**src/rtl/fetch_ctrl_pkg.sv**
```systemverilog
// Shared widths, reset address and encodings for the fetch sequencer.
package fetch_ctrl_pkg;

    localparam int unsigned FC_PC_W   = 32;
    localparam int unsigned FC_WORD_W = 32;
    localparam logic [FC_PC_W-1:0] FC_RESET_PC = 32'h0000_0000;

    typedef enum logic [1:0] {
        ST_IDLE = 2'd0,
        ST_RUN  = 2'd1,
        ST_HALT = 2'd2
    } fetch_state_e;

    // Numeric order doubles as redirect priority.
    typedef enum logic [1:0] {
        SRC_NONE   = 2'd0,
        SRC_ID     = 2'd1,
        SRC_EX     = 2'd2,
        SRC_COMMIT = 2'd3
    } redir_src_e;

    function automatic logic [FC_WORD_W-1:0] sat_inc(input logic [FC_WORD_W-1:0] v);
        return (v == '1) ? v : v + FC_WORD_W'(1);
    endfunction

endpackage

```
**src/rtl/fetch_ctrl_redirect_arb.sv**
```systemverilog
// Fixed-priority redirect selection between live sources and the pending entry.
module fetch_ctrl_redirect_arb
    import fetch_ctrl_pkg::*;
#(
    parameter int unsigned PC_W = FC_PC_W
) (
    input  logic            commit_flush,
    input  logic [PC_W-1:0] commit_target,
    input  logic            ex_redirect,
    input  logic [PC_W-1:0] ex_target,
    input  logic            id_redirect,
    input  logic [PC_W-1:0] id_target,
    input  logic [1:0]      pend_src,
    input  logic [PC_W-1:0] pend_target,
    input  logic            new_wins_tie,
    output logic            valid_c,
    output logic [PC_W-1:0] target_c,
    output logic [1:0]      src_c,
    output logic            misaligned_c
);

    logic [1:0]      new_src;
    logic [PC_W-1:0] new_tgt;
    logic            take_new;

    // A live commit always beats a pending one; other ties go by new_wins_tie.
    always_comb begin
        new_src = SRC_NONE;
        new_tgt = '0;
        if (commit_flush) begin
            new_src = SRC_COMMIT;
            new_tgt = commit_target;
        end else if (ex_redirect) begin
            new_src = SRC_EX;
            new_tgt = ex_target;
        end else if (id_redirect) begin
            new_src = SRC_ID;
            new_tgt = id_target;
        end
        take_new = (new_src != SRC_NONE) &&
                   ((new_src > pend_src) ||
                    ((new_src == pend_src) && (new_wins_tie || (new_src == SRC_COMMIT))));
        if (take_new) begin
            src_c    = new_src;
            target_c = new_tgt;
        end else begin
            src_c    = pend_src;
            target_c = pend_target;
        end
        valid_c      = (src_c != SRC_NONE);
        misaligned_c = valid_c && (target_c[1:0] != 2'b00);
    end

endmodule

```
**src/rtl/fetch_ctrl.sv**
```systemverilog
// Fetch-stage sequencer: owns the fetch PC, drives imem request and IF register control.
module fetch_ctrl
    import fetch_ctrl_pkg::*;
#(
    parameter int unsigned     PC_W     = FC_PC_W,
    parameter logic [PC_W-1:0] RESET_PC = PC_W'(FC_RESET_PC)
) (
    input  logic                 clk,
    input  logic                 rst,
    input  logic                 cpu_en,
    input  logic                 commit_flush,
    input  logic [PC_W-1:0]      commit_target,
    input  logic                 ex_redirect,
    input  logic [PC_W-1:0]      ex_target,
    input  logic                 id_redirect,
    input  logic [PC_W-1:0]      id_target,
    input  logic                 backend_stall,
    input  logic                 imem_gnt,
    output logic                 imem_req,
    output logic [PC_W-1:0]      pc,
    output logic                 if_stall,
    output logic                 if_flush,
    output logic                 fetch_misalign,
    output logic [FC_WORD_W-1:0] stall_cnt,
    output logic [FC_WORD_W-1:0] redir_cnt
);

    fetch_state_e         state_q, state_d;
    logic [PC_W-1:0]      pc_q, pc_d;
    logic [1:0]           pend_src_q, pend_src_d;
    logic [PC_W-1:0]      pend_tgt_q, pend_tgt_d;
    logic                 misalign_q, misalign_d;
    logic [FC_WORD_W-1:0] stall_cnt_q, stall_cnt_d;
    logic [FC_WORD_W-1:0] redir_cnt_q, redir_cnt_d;

    logic            run_st;
    logic            arb_valid, arb_mis;
    logic [PC_W-1:0] arb_tgt;
    logic [1:0]      arb_src;
    logic            req_c, stall_c, flush_c;

    assign run_st = (state_q == ST_RUN);

    // Frozen RUN merges arrivals into the pending entry (newest wins ties); else selects one to apply.
    fetch_ctrl_redirect_arb #(.PC_W(PC_W)) u_arb (
        .commit_flush  (commit_flush),
        .commit_target (commit_target),
        .ex_redirect   (ex_redirect & run_st),
        .ex_target     (ex_target),
        .id_redirect   (id_redirect & run_st),
        .id_target     (id_target),
        .pend_src      (pend_src_q),
        .pend_target   (pend_tgt_q),
        .new_wins_tie  (run_st & ~cpu_en),
        .valid_c       (arb_valid),
        .target_c      (arb_tgt),
        .src_c         (arb_src),
        .misaligned_c  (arb_mis)
    );

    always_comb begin
        state_d     = state_q;
        pc_d        = pc_q;
        pend_src_d  = pend_src_q;
        pend_tgt_d  = pend_tgt_q;
        misalign_d  = misalign_q;
        stall_cnt_d = stall_cnt_q;
        redir_cnt_d = redir_cnt_q;
        req_c       = 1'b0;
        stall_c     = 1'b0;
        flush_c     = 1'b0;
        case (state_q)
            ST_IDLE: begin
                stall_c = 1'b1;
                if (cpu_en) state_d = ST_RUN;
            end
            ST_RUN: begin
                if (!cpu_en) begin
                    stall_c = backend_stall;
                    if (arb_valid) begin
                        pend_src_d = arb_src;
                        pend_tgt_d = arb_tgt;
                    end
                end else begin
                    req_c = 1'b1;
                    if (arb_valid) begin
                        flush_c     = 1'b1;
                        pc_d        = arb_tgt;
                        pend_src_d  = SRC_NONE;
                        redir_cnt_d = sat_inc(redir_cnt_q);
                        if (arb_mis) begin
                            state_d    = ST_HALT;
                            misalign_d = 1'b1;
                        end
                    end else begin
                        stall_c = backend_stall | ~imem_gnt;
                        if (imem_gnt && !backend_stall) pc_d = pc_q + PC_W'(4);
                        if (stall_c) stall_cnt_d = sat_inc(stall_cnt_q);
                    end
                end
            end
            ST_HALT: begin
                // Only a commit redirect can leave HALT, and only to an aligned target.
                flush_c = 1'b1;
                if (arb_valid) begin
                    pc_d        = arb_tgt;
                    redir_cnt_d = sat_inc(redir_cnt_q);
                    if (!arb_mis) begin
                        misalign_d = 1'b0;
                        state_d    = ST_RUN;
                    end
                end
            end
            default: state_d = ST_IDLE;
        endcase
    end

    always_ff @(posedge clk or posedge rst) begin
        if (rst) begin
            state_q     <= ST_IDLE;
            pc_q        <= RESET_PC;
            pend_src_q  <= SRC_NONE;
            pend_tgt_q  <= '0;
            misalign_q  <= 1'b0;
            stall_cnt_q <= '0;
            redir_cnt_q <= '0;
        end else begin
            state_q     <= state_d;
            pc_q        <= pc_d;
            pend_src_q  <= pend_src_d;
            pend_tgt_q  <= pend_tgt_d;
            misalign_q  <= misalign_d;
            stall_cnt_q <= stall_cnt_d;
            redir_cnt_q <= redir_cnt_d;
        end
    end

    assign imem_req       = req_c & ~rst;
    assign if_stall       = stall_c & ~rst;
    assign if_flush       = flush_c & ~rst;
    assign pc             = pc_q;
    assign fetch_misalign = misalign_q;
    assign stall_cnt      = stall_cnt_q;
    assign redir_cnt      = redir_cnt_q;

endmodule

```
**config.mk**
```make
export PLATFORM = sky130hd
export DESIGN_NAME = fetch_ctrl
export DESIGN_NICKNAME = d
export VERILOG_FILES = /design/src/rtl/fetch_ctrl_pkg.sv /design/src/rtl/fetch_ctrl_redirect_arb.sv /design/src/rtl/fetch_ctrl.sv
export SDC_FILE = /design/constraint.sdc
export NUM_CORES = 1
export LEC_CHECK = 0
export CELL_PAD_IN_SITES_DETAIL_PLACEMENT = 0
export CELL_PAD_IN_SITES_GLOBAL_PLACEMENT = 1
export CORE_ASPECT_RATIO = 0.75
export CORE_MARGIN = 4
export CORE_UTILIZATION = 38
export DETAILED_ROUTE_END_ITERATION = 12
export MAX_ROUTING_LAYER = met4
export PLACE_DENSITY_LB_ADDON = 0.08
export REMOVE_ABC_BUFFERS = 1
export SETUP_SLACK_MARGIN = 0.15
export SYNTH_ARGS = -nofsm -noshare
export SYNTH_HDL_FRONTEND = slang
export SYNTH_HIERARCHICAL = 1
export SYNTH_SLANG_ARGS = --single-unit
```
**constraint.sdc**
```tcl
create_clock -name clk -period 6.6 [get_ports clk]
set_input_delay 1.32 -clock clk [delete_from_list [all_inputs] [get_ports clk]]
set_output_delay 1.32 -clock clk [all_outputs]
set_load 0.02 [all_outputs]
```
==> impl_metrics.yaml <==
die:
  initial_utilization_pct: 38.8
  core_um2: 20300
  io_pins: 204
  die-area_um2: 23200
  die_h_um: 133
  dieWidth_um: 174
  rows: 45
clock_network:
  clk_latency_ns: 0.42
  clock-sinks: 133
  cts-root-buf: "clkbuf_16"
  post_cts_buffers: 0
  clk_path_buf_depth: 2
  cts_made_buffers: 17
  cts_max_level: 4
  ctsHoldBuffers: 0
  postCtsResizedCells: 0
  cts_tree: "yes"
  path_clk_slew_ns: 0.06
synth:
  postSynthCellCount: 813
  synth-main-ff-cell: "dfrtp_1"
  yosys_register_bits: 133
  ys_seq_area_share_pct: 42.2
  ys_top_cells_by_count: "dfrtp_1 (133), nand2_1 (93), o21ai_0 (52)"
  yosys_warnings: 6
  synth_top_area_share_pct: 42.2
  synth_edf_count: 0
  syn_area_um2: 7890
  synthArstFlopShare_pct: 100
  yosysTopAreaCell: "dfrtp_1"
  synthDistinctLibCells: 67
  synthTopCellsByArea: "dfrtp_1 (42%), mux2_4 (5.7%), xnor2_1 (4.9%)"
  avgSynthCellArea_um2: 9.70
  synth_most_common_cell: "dfrtp_1"
pwr:
  power_density_nw_per_um2: 402
  fin_total_pwr_mw: 4.31
  pwr-share-clk_pct: 21.5
  leakage_nw: 4.41
  peakVddDrop_v: 0.000172
  p_comb_share_pct: 48.7
  power.internal_mw: 2.58
  power.switching_mw: 1.73
  sw_frac_of_total_pct: 40.1
  seqPwrFrac_pct: 29.8
sta:
  hold_slack_ns: 0.478
  tns_ns: 0
  setup_violations: 0
  fin_skew_ns: 0.00995
  finalHoldViolations: 0
  fin_crit_sh_pct: 82.6
  fmax_mhz: 183
  slew_viol_final: 0
  worstMarginPinSlew_ns: 0.913
  min_period_ns: 5.45
  setup_slack_ns: 1.15
  rsz0062_at_grt: "false"
  slew_headroom_pct: 39.1
critical_path:
  cp_max_fo: 3
  worstSetupPathType: "input pin to primary output"
  worstSetupStartpointType: "input pin"
  reg2reg_depth: 14
  required_ns: 5.28
  cp.arrival_ns: 4.13
  cp-end-kind: "primary output"
grt:
  grt_max_degree: 69
  grt_pass1_wl_um: 36900
  first_global_vias: 6703
  gr-total-overflow: 0
  antenna_found_initial: 0
  grtUsageTotal_pct: 20.2
detailed_routing:
  via_per_inst: 5.27
  drtIter0Drc: 339
  dr.pass1.iters: 7
  drt-total-wl_um: 22500
  drc: 0
  vias: 6812
  avgRoutedWirePerCell_um: 17.4
  ant_nets: 0
placed_design:
  place_inst: 1263
  io_buffers: 203
  dp_hpwl_um: 16200
  place_congestion: 0.833
  dp_slack_ns: 1.16
  dpl_cell_area_um2: 10100
status:
  status: "completed"
finish:
  nFillCells: 1897
  final_cells: 1293
  final_nets: 1111
  fin_area_um2: 10700
  antenna_cells: 0
  multi_input_area_um2: 4270
  register_area_um2: 3330
  drive_gt1_share_pct: 12.5
  syn_to_final_growth_pct: 35.8
  final_util_pct: 52.7
min_path:
  hold_class: "flop to flop"
  whs_path_depth: 2
run:
  max_cap_violations: 0
cells in the final DEF, fill, tap and decap left out, types with 10 or more instances in the layout:
cell type,synthesis,layout
a21oi_1,41,41
a22oi_1,31,31
and3_1,20,20
buf_4,1,10
clkbuf_16,0,17
clkdlybuf4s50_1,0,202
dfrtp_1,133,133
inv_1,20,19
mux2_2,30,30
mux2_4,30,30
nand2_1,93,93
nand3_1,38,38
nand4_1,39,39
nor2_1,33,33
nor3_1,15,15
o21ai_0,52,52
o22a_1,10,10
o22ai_1,12,12
xnor2_1,44,44
xor2_1,15,15
registers in the layout, indices dropped and copies added (netlist names):
name            count
pend_tgt_q         32
pc                 32
pend_src_q          2
redir_cnt          32
fetch_misalign      1
state_q             2
stall_cnt          32
layer usage:
layer / vias to the layer above / wire length [um] / GRT usage (%)
li1: 3374 / - / -
met1: 3246 / 11600 / 29.6
met2: 183 / 9450 / 28.1
met3: 9 / 1300 / 5.46
met4: 0 / 120 / 3.47
met5: - / 0 / -
power by group through the flow:
stage | combinational [mW] | clock (mW) | sequential (mW)
global placement | 2.09 | 0 | 1.29
global route | 2.31 | 0.986 | 1.32
finish | 2.10 | 0.926 | 1.29
detailed placement | 2.11 | 0 | 1.29
floorplan | 1.24 | 0 | 1.39
CTS | 2.12 | 0.946 | 1.28
logic make-up after synthesis:
group           synth area share (%)
mux                             10.3
compound gates                  15.5
flops                           42.2
simple gates                    20.5
buf+inv                         3.82
fa+ha+maj                       1.11
xor+xnor                        6.55
worst paths after layout:
check / start / endpoint / slack (ns)
max in group asynchronous: rst / pend_tgt_q[0] / 3.82
hold / removal: pend_tgt_q[5] / pend_tgt_q[5] / 0.48
min in group asynchronous: rst / stall_cnt[11] / 1.41
hold reg to reg: pend_tgt_q[5] / pend_tgt_q[5] / 0.48
setup / recovery: ex_redirect / if_flush / 1.15
setup reg to reg: state_q[1] / pc[29] / 2.22
final cells by class:
type | count | share of cell area [%]
clock buffer | 18 | 4.10
inverter | 21 | 0.783
clock inverter | 12 | 1.24
tap | 282 | 3.29
multi-input combinational | 614 | 39.9
timing repair buffer | 213 | 19.6
sequential | 133 | 31.1
worst max-delay path, cell delays in order:
cell	delay (ns)
clkdlybuf4s50_1	0.39
and2_1	0.16
or2_2	0.29
ha_1	0.28
or2_2	0.30
o311ai_1	0.07
o21ba_2	0.21
o221ai_2	0.21
a31oi_1	0.12
nor3_1	0.15
clkdlybuf4s50_1	0.63
No activity file was read; power rests on OpenSTA's default activity.
